<file path="src/rtl/apb_master_port.sv">
// apb_master_port: core-side APB master for one interconnect master port.
// Turns a single-outstanding load/store request into an APB SETUP/ACCESS
// sequence, inserts a one-cycle PSELx-low gap after every transfer, and
// aborts the ACCESS phase with an error if PREADY never arrives.
//
// state  | meaning
// IDLE   | waiting for a core request, req_ready = 1
// SETUP  | PSELx = 1, PENABLE = 0, address/data/write driven
// ACCESS | PSELx = 1, PENABLE = 1, waiting for PREADY or timeout
// GAP    | PSELx = 0, rsp_valid pulse, wait counter cleared
module apb_master_port #(
  parameter int BUS_WIDTH  = 16,
  parameter int DATA_WIDTH = 16,
  parameter int TIMEOUT    = 255
) (
  input  logic                  clk,
  input  logic                  reset,
  input  logic                  req_valid,
  input  logic                  req_write,
  input  logic [BUS_WIDTH-1:0]  req_addr,
  input  logic [DATA_WIDTH-1:0] req_wdata,
  output logic                  req_ready,
  output logic                  rsp_valid,
  output logic [DATA_WIDTH-1:0] rsp_rdata,
  output logic                  rsp_err,
  output logic                  busy,
  output logic [BUS_WIDTH-1:0]  M_PADDR,
  output logic                  M_PWRITE,
  output logic                  M_PSELx,
  output logic                  M_PENABLE,
  output logic [DATA_WIDTH-1:0] M_PWDATA,
  input  logic [DATA_WIDTH-1:0] M_PRDATA,
  input  logic                  M_PREADY
);

  // TIMEOUT = 0 still needs a legal (1-bit) counter even though it is never compared
  localparam int CNT_W  = (TIMEOUT > 0) ? $clog2(TIMEOUT + 1) : 1;
  localparam int LAST_I = (TIMEOUT > 0) ? TIMEOUT - 1 : 0;
  localparam logic [CNT_W-1:0] CNT_LAST = CNT_W'(LAST_I);
  localparam logic [CNT_W-1:0] CNT_MAX  = {CNT_W{1'b1}};

  typedef enum logic [1:0] {
    IDLE   = 2'd0,
    SETUP  = 2'd1,
    ACCESS = 2'd2,
    GAP    = 2'd3
  } state_t;

  state_t           state;
  logic [CNT_W-1:0] wait_cnt;

  assign req_ready = (state == IDLE);
  assign busy      = (state != IDLE);

  // Transfer sequencer: all bus and response outputs are registered here.
  // A wait cycle that would bring the counter up to TIMEOUT aborts instead,
  // unless PREADY is sampled high in that same cycle.
  always_ff @(posedge clk or negedge reset) begin
    if (!reset) begin
      state     <= IDLE;
      wait_cnt  <= '0;
      rsp_valid <= 1'b0;
      rsp_rdata <= '0;
      rsp_err   <= 1'b0;
      M_PADDR   <= '0;
      M_PWRITE  <= 1'b0;
      M_PSELx   <= 1'b0;
      M_PENABLE <= 1'b0;
      M_PWDATA  <= '0;
    end else begin
      rsp_valid <= 1'b0;
      case (state)
        IDLE: begin
          if (req_valid) begin
            M_PADDR  <= req_addr;
            M_PWDATA <= req_wdata;
            M_PWRITE <= req_write;
            M_PSELx  <= 1'b1;
            state    <= SETUP;
          end
        end
        SETUP: begin
          M_PENABLE <= 1'b1;
          state     <= ACCESS;
        end
        ACCESS: begin
          if (M_PREADY) begin
            rsp_rdata <= M_PWRITE ? '0 : M_PRDATA;
            rsp_err   <= 1'b0;
            rsp_valid <= 1'b1;
            M_PSELx   <= 1'b0;
            M_PENABLE <= 1'b0;
            state     <= GAP;
          end else if ((TIMEOUT != 0) && (wait_cnt == CNT_LAST)) begin
            rsp_rdata <= '0;
            rsp_err   <= 1'b1;
            rsp_valid <= 1'b1;
            M_PSELx   <= 1'b0;
            M_PENABLE <= 1'b0;
            state     <= GAP;
          end else if (wait_cnt != CNT_MAX) begin
            wait_cnt <= wait_cnt + CNT_W'(1);
          end
        end
        GAP: begin
          wait_cnt <= '0;
          state    <= IDLE;
        end
        default: state <= IDLE;
      endcase
    end
  end

endmodule

</file>
<file path="config.mk">
export PLATFORM = sky130hd
export DESIGN_NAME = apb_master_port
export DESIGN_NICKNAME = d
export VERILOG_FILES = /design/src/rtl/apb_master_port.sv
export SDC_FILE = /design/constraint.sdc
export NUM_CORES = 1
export LEC_CHECK = 0
export ABC_AREA = 1
export ABC_CLOCK_PERIOD_IN_PS = 3800
export CORE_MARGIN = 2
export CORE_UTILIZATION = 47
export DETAILED_ROUTE_END_ITERATION = 10
export PLACE_DENSITY = 0.95
export SETUP_SLACK_MARGIN = 0.4
export SLEW_MARGIN = 10
export SYNTH_ARGS = -nofsm -noshare
export SYNTH_HDL_FRONTEND = slang
export SYNTH_SLANG_ARGS = --single-unit
export TNS_END_PERCENT = 100
</file>
<file path="constraint.sdc">
create_clock -name clk -period 3.8 [get_ports clk]
set_input_delay 0.95 -clock clk [delete_from_list [all_inputs] [get_ports clk]]
set_output_delay 0.95 -clock clk [all_outputs]
set_load 0.005 [all_outputs]
</file>
==> results_tabular.tex <==
\begin{tabular}{lr}
\hline
Metric & Value \\
\hline
\multicolumn{2}{l}{\textbf{Outcome}} \\
\quad Outcome & completed \\
\multicolumn{2}{l}{\textbf{Clocking}} \\
\quad Clock tree from TritonCTS & done \\
\quad Maximum buffer depth of the clock tree & 2 \\
\quad Later-pin clock latency in the skew report & 0.34 ns \\
\quad Worst-path clk slew & 0.07 ns \\
\quad Clock sink count & 63 \\
\quad Number of buffers inserted during clock tree synthesis & 9 \\
\quad Htree depth & 3 \\
\quad Number of resized instances in the post-cts repair step & 0 \\
\quad Post-cts hold buffer count & 0 \\
\quad Clk root buf & sky130\_fd\_sc\_hd\_\_clkbuf\_8 \\
\quad Post-CTS setup repair buffer count & 0 \\
\multicolumn{2}{l}{\textbf{Pwr}} \\
\quad Maximum vdd ir drop & 0.520 mV \\
\quad Power after layout & 3.09 mW \\
\quad Static leakage & 1.81 nW \\
\quad Power density over the cells & 766 nW/um2 \\
\multicolumn{2}{l}{\textbf{Synthesis}} \\
\quad Number of synthesized register bits & 63 \\
\quad Cell area after synthesis & 2730 um2 \\
\quad Net count after synthesis & 310 \\
\quad Distinct cells, synth & 21 \\
\quad Register area share after synthesis & 57.7\% \\
\quad Number of instances in the synthesized netlist & 251 \\
\quad Post-synthesis average cell area & 10.9 um2 \\
\quad Yosys warns & 0 \\
\multicolumn{2}{l}{\textbf{Timing}} \\
\quad RSZ-0062 raised after global routing & no \\
\quad Crit path time final & 2.68 ns \\
\quad Normalized max-slew margin & 48.0\% \\
\quad Final Slew Violations & 0 \\
\quad Worst slew pin tran & 0.780 ns \\
\quad Final worst-path cycle share & 70.4\% \\
\quad Fmax & 374 MHz \\
\quad Worst clock skew & 0.00881 ns \\
\quad Final TNS setup & 0 ns \\
\quad Number of failing hold endpoints at the final stage & 0 \\
\quad Final setup violating endpoints & 0 \\
\multicolumn{2}{l}{\textbf{Floorplanning}} \\
\quad Die boundary width & 80.2 um \\
\quad Die Y-Extent & 80.2 um \\
\quad Starting utilization of the core area & 49.0\% \\
\quad Boundary Pins & 108 \\
\quad Die Footprint & 6440 um2 \\
\quad Cell Rows & 27 \\
\quad Std-Cell Core Area & 5570 um2 \\
\multicolumn{2}{l}{\textbf{Detailed routing}} \\
\quad Length of the first detailed-routing pass in iterations & 4 \\
\quad Drt wl/cell & 14.6 um \\
\quad Vias after detailed routing & 2162 \\
\quad Vias per inst & 4.91 \\
\quad Drt first-iter violations & 104 \\
\quad Antenna-violating nets left & 0 \\
\quad Wire length reported by the detailed router & 6400 um \\
\quad Drc violations & 0 \\
\multicolumn{2}{l}{\textbf{Final layout}} \\
\quad Ant diodes & 0 \\
\quad Final net count & 422 \\
\quad Area growth from synthesis to layout & 47.6\% \\
\quad Share of post-route cells with drive strength above 1 & 18.5\% \\
\multicolumn{2}{l}{\textbf{Critical path}} \\
\quad Maximum net fanout on the critical path & 4 \\
\quad Data required time of the worst path & 2.85 ns \\
\quad CP Buf/Inv Count & 3 \\
\quad Kind of cell adding the most delay to the critical path & buffers and inverters \\
\quad Type of the worst setup path & register to output pin \\
\quad Stage delay of the slowest cell on the critical path & 0.54 ns \\
\quad Cell mode on critical path & sky130\_fd\_sc\_hd\_\_inv\_1 \\
\quad Critical path cell sequence & inv\_1, ha\_1, inv\_1, clkdlybuf4s50\_1 \\
\quad Type of element capturing the critical path & output pin \\
\quad Highest-delay cell along the critical path & sky130\_fd\_sc\_hd\_\_clkdlybuf4s50\_1 \\
\quad Arrival time at the worst endpoint & 1.73 ns \\
\quad Kind of start point of the critical path & register \\
\multicolumn{2}{l}{\textbf{Hold path}} \\
\quad Hold/Removal Path Class & register to register \\
\multicolumn{2}{l}{\textbf{Global route}} \\
\quad Total Routing Usage GR & 21.4\% \\
\quad Initial antenna violation count & 0 \\
\quad Vias in the first global route & 2262 \\
\quad Largest net degree at the start of global routing & 33 \\
\quad Global-route wire length before repair & 10300 um \\
\quad GRT overflow & 0 \\
\multicolumn{2}{l}{\textbf{Job}} \\
\quad \# Max-Cap Violations & 0 \\
\multicolumn{2}{l}{\textbf{Place}} \\
\quad Weighted congestion at the end of routability-driven global placement & 0.849 \\
\quad Count of buffers from port buffering & 107 \\
\quad Detailed Place HPWL & 4670 um \\
\hline
\end{tabular}
synthesized netlist by cell type:
| cell type | number | area share, % |
|---|---|---|
| sky130_fd_sc_hd__nand3_1 | 25 | 4.6 |
| sky130_fd_sc_hd__nand4_1 | 1 | 0.23 |
| sky130_fd_sc_hd__clkbuf_1 | 1 | 0.14 |
| sky130_fd_sc_hd__buf_12 | 1 | 0.73 |
| sky130_fd_sc_hd__nor2_1 | 6 | 0.82 |
| sky130_fd_sc_hd__nand2_4 | 1 | 0.41 |
| sky130_fd_sc_hd__o21ai_2 | 5 | 1.6 |
| sky130_fd_sc_hd__nand2_1 | 71 | 9.8 |
| sky130_fd_sc_hd__buf_2 | 6 | 1.1 |
| sky130_fd_sc_hd__nand2_8 | 1 | 0.73 |
| sky130_fd_sc_hd__o21ai_0 | 6 | 1.1 |
| sky130_fd_sc_hd__dfrtp_1 | 63 | 58 |
| sky130_fd_sc_hd__nand2_2 | 3 | 0.69 |
| sky130_fd_sc_hd__o21bai_1 | 2 | 0.55 |
| sky130_fd_sc_hd__ha_1 | 6 | 2.7 |
| sky130_fd_sc_hd__or2_2 | 3 | 0.69 |
| sky130_fd_sc_hd__nor2_2 | 2 | 0.46 |
| sky130_fd_sc_hd__buf_4 | 1 | 0.27 |
| sky130_fd_sc_hd__mux2_2 | 33 | 14 |
| sky130_fd_sc_hd__o211ai_1 | 1 | 0.27 |
| sky130_fd_sc_hd__inv_1 | 13 | 1.8 |
stage by stage:
step / area (um2) / instances / hold WS, ns / setup slack, ns / util, %
3_5_place_dp: 3850 / 424 / 0.458 / 1.22 / 69.0
2_1_floorplan: 2730 / 251 / 0.465 / 2.03 / -
5_1_grt: 4030 / 440 / 0.506 / 1.05 / 72.3
6_report: 4030 / 440 / 0.473 / 1.12 / 72.3
4_1_cts: 4030 / 440 / 0.474 / 1.12 / 72.3
3_3_place_gp: 3850 / 424 / 0.453 / 1.29 / 69.0
registers in the layout (all words and copies together), names as in the netlist:
register and flops:
rsp_valid 1, rsp_err 1, M_PENABLE 1, M_PWRITE 1
M_PADDR 16, rsp_rdata 16, M_PSELx 1, state 2
M_PWDATA 16, wait_cnt 8
layer usage:
| metal | GRT usage, % | vias up | share of wire [%] |
|---|---|---|---|
| met1 | 23.6 | 1023 | 38 |
| met3 | 9.44 | 10 | 9.7 |
| li1 | - | 1043 | - |
| met2 | 35.8 | 86 | 51 |
| met5 | 0 | - | 0 |
| met4 | 9.15 | 0 | 1.6 |
worst min-delay path: cells and delay by family (launching register included):
kind	cells	cell delay [ns]
and+or+nand+nor	2	0.10
DFF	1	0.34
cell type report:
type	instances	area, um2
flip-flops and latches	63	1580
fillers	398	1540
repair buffers	110	1090
multi-input cells	166	1040
clock buffers	11	151
well taps	72	90.1
inverters	13	48.8
clock inverters	5	31.3
layout by cell type (no fill, tap or decap):
master / count
sky130_fd_sc_hd__buf_2: 1
sky130_fd_sc_hd__buf_4: 3
sky130_fd_sc_hd__clkbuf_8: 11
sky130_fd_sc_hd__clkdlybuf4s50_1: 106
sky130_fd_sc_hd__clkinv_2: 3
sky130_fd_sc_hd__clkinvlp_4: 1
sky130_fd_sc_hd__dfrtp_1: 63
sky130_fd_sc_hd__ha_1: 6
sky130_fd_sc_hd__inv_1: 13
sky130_fd_sc_hd__inv_6: 1
sky130_fd_sc_hd__mux2_2: 33
sky130_fd_sc_hd__nand2_1: 71
sky130_fd_sc_hd__nand2_2: 3
sky130_fd_sc_hd__nand2_4: 1
sky130_fd_sc_hd__nand2_8: 1
sky130_fd_sc_hd__nand3_1: 25
sky130_fd_sc_hd__nand4_1: 1
sky130_fd_sc_hd__nor2_1: 6
sky130_fd_sc_hd__nor2_2: 2
sky130_fd_sc_hd__o211ai_1: 1
sky130_fd_sc_hd__o21ai_0: 6
sky130_fd_sc_hd__o21ai_2: 5
sky130_fd_sc_hd__o21bai_1: 2
sky130_fd_sc_hd__or2_2: 3
cell families after synthesis:
family / count (synthesis) / synth area share (%)
flops: 63 / 57.7
simple gates: 113 / 18.4
compound gates: 14 / 3.53
fa+ha+maj: 6 / 2.75
buf+inv: 22 / 4.03
mux: 33 / 13.6
worst paths after layout:
kind / startpoint / to / slack (ns) / depth (start not counted)
max in group asynchronous: reset / wait_cnt[1] / 2.26 / 2
setup reg to reg: state[0] / wait_cnt[1] / 1.84 / 5
hold reg to reg: rsp_rdata[4] / rsp_rdata[4] / 0.47 / 2
setup / recovery: state[1] / busy / 1.12 / 4
min in group asynchronous: reset / M_PADDR[11] / 0.66 / 1
hold / removal: rsp_rdata[4] / rsp_rdata[4] / 0.47 / 2
power by group:
part,internal (mW),leakage [nW],switching (mW),total (mW)
sequential,0.980,0.779,0.185,1.16
clock,0.271,0.0955,0.252,0.523
combinational,0.839,0.939,0.559,1.40
total,2.09,1.81,0.997,3.09
(Power assumes the default switching activity.)
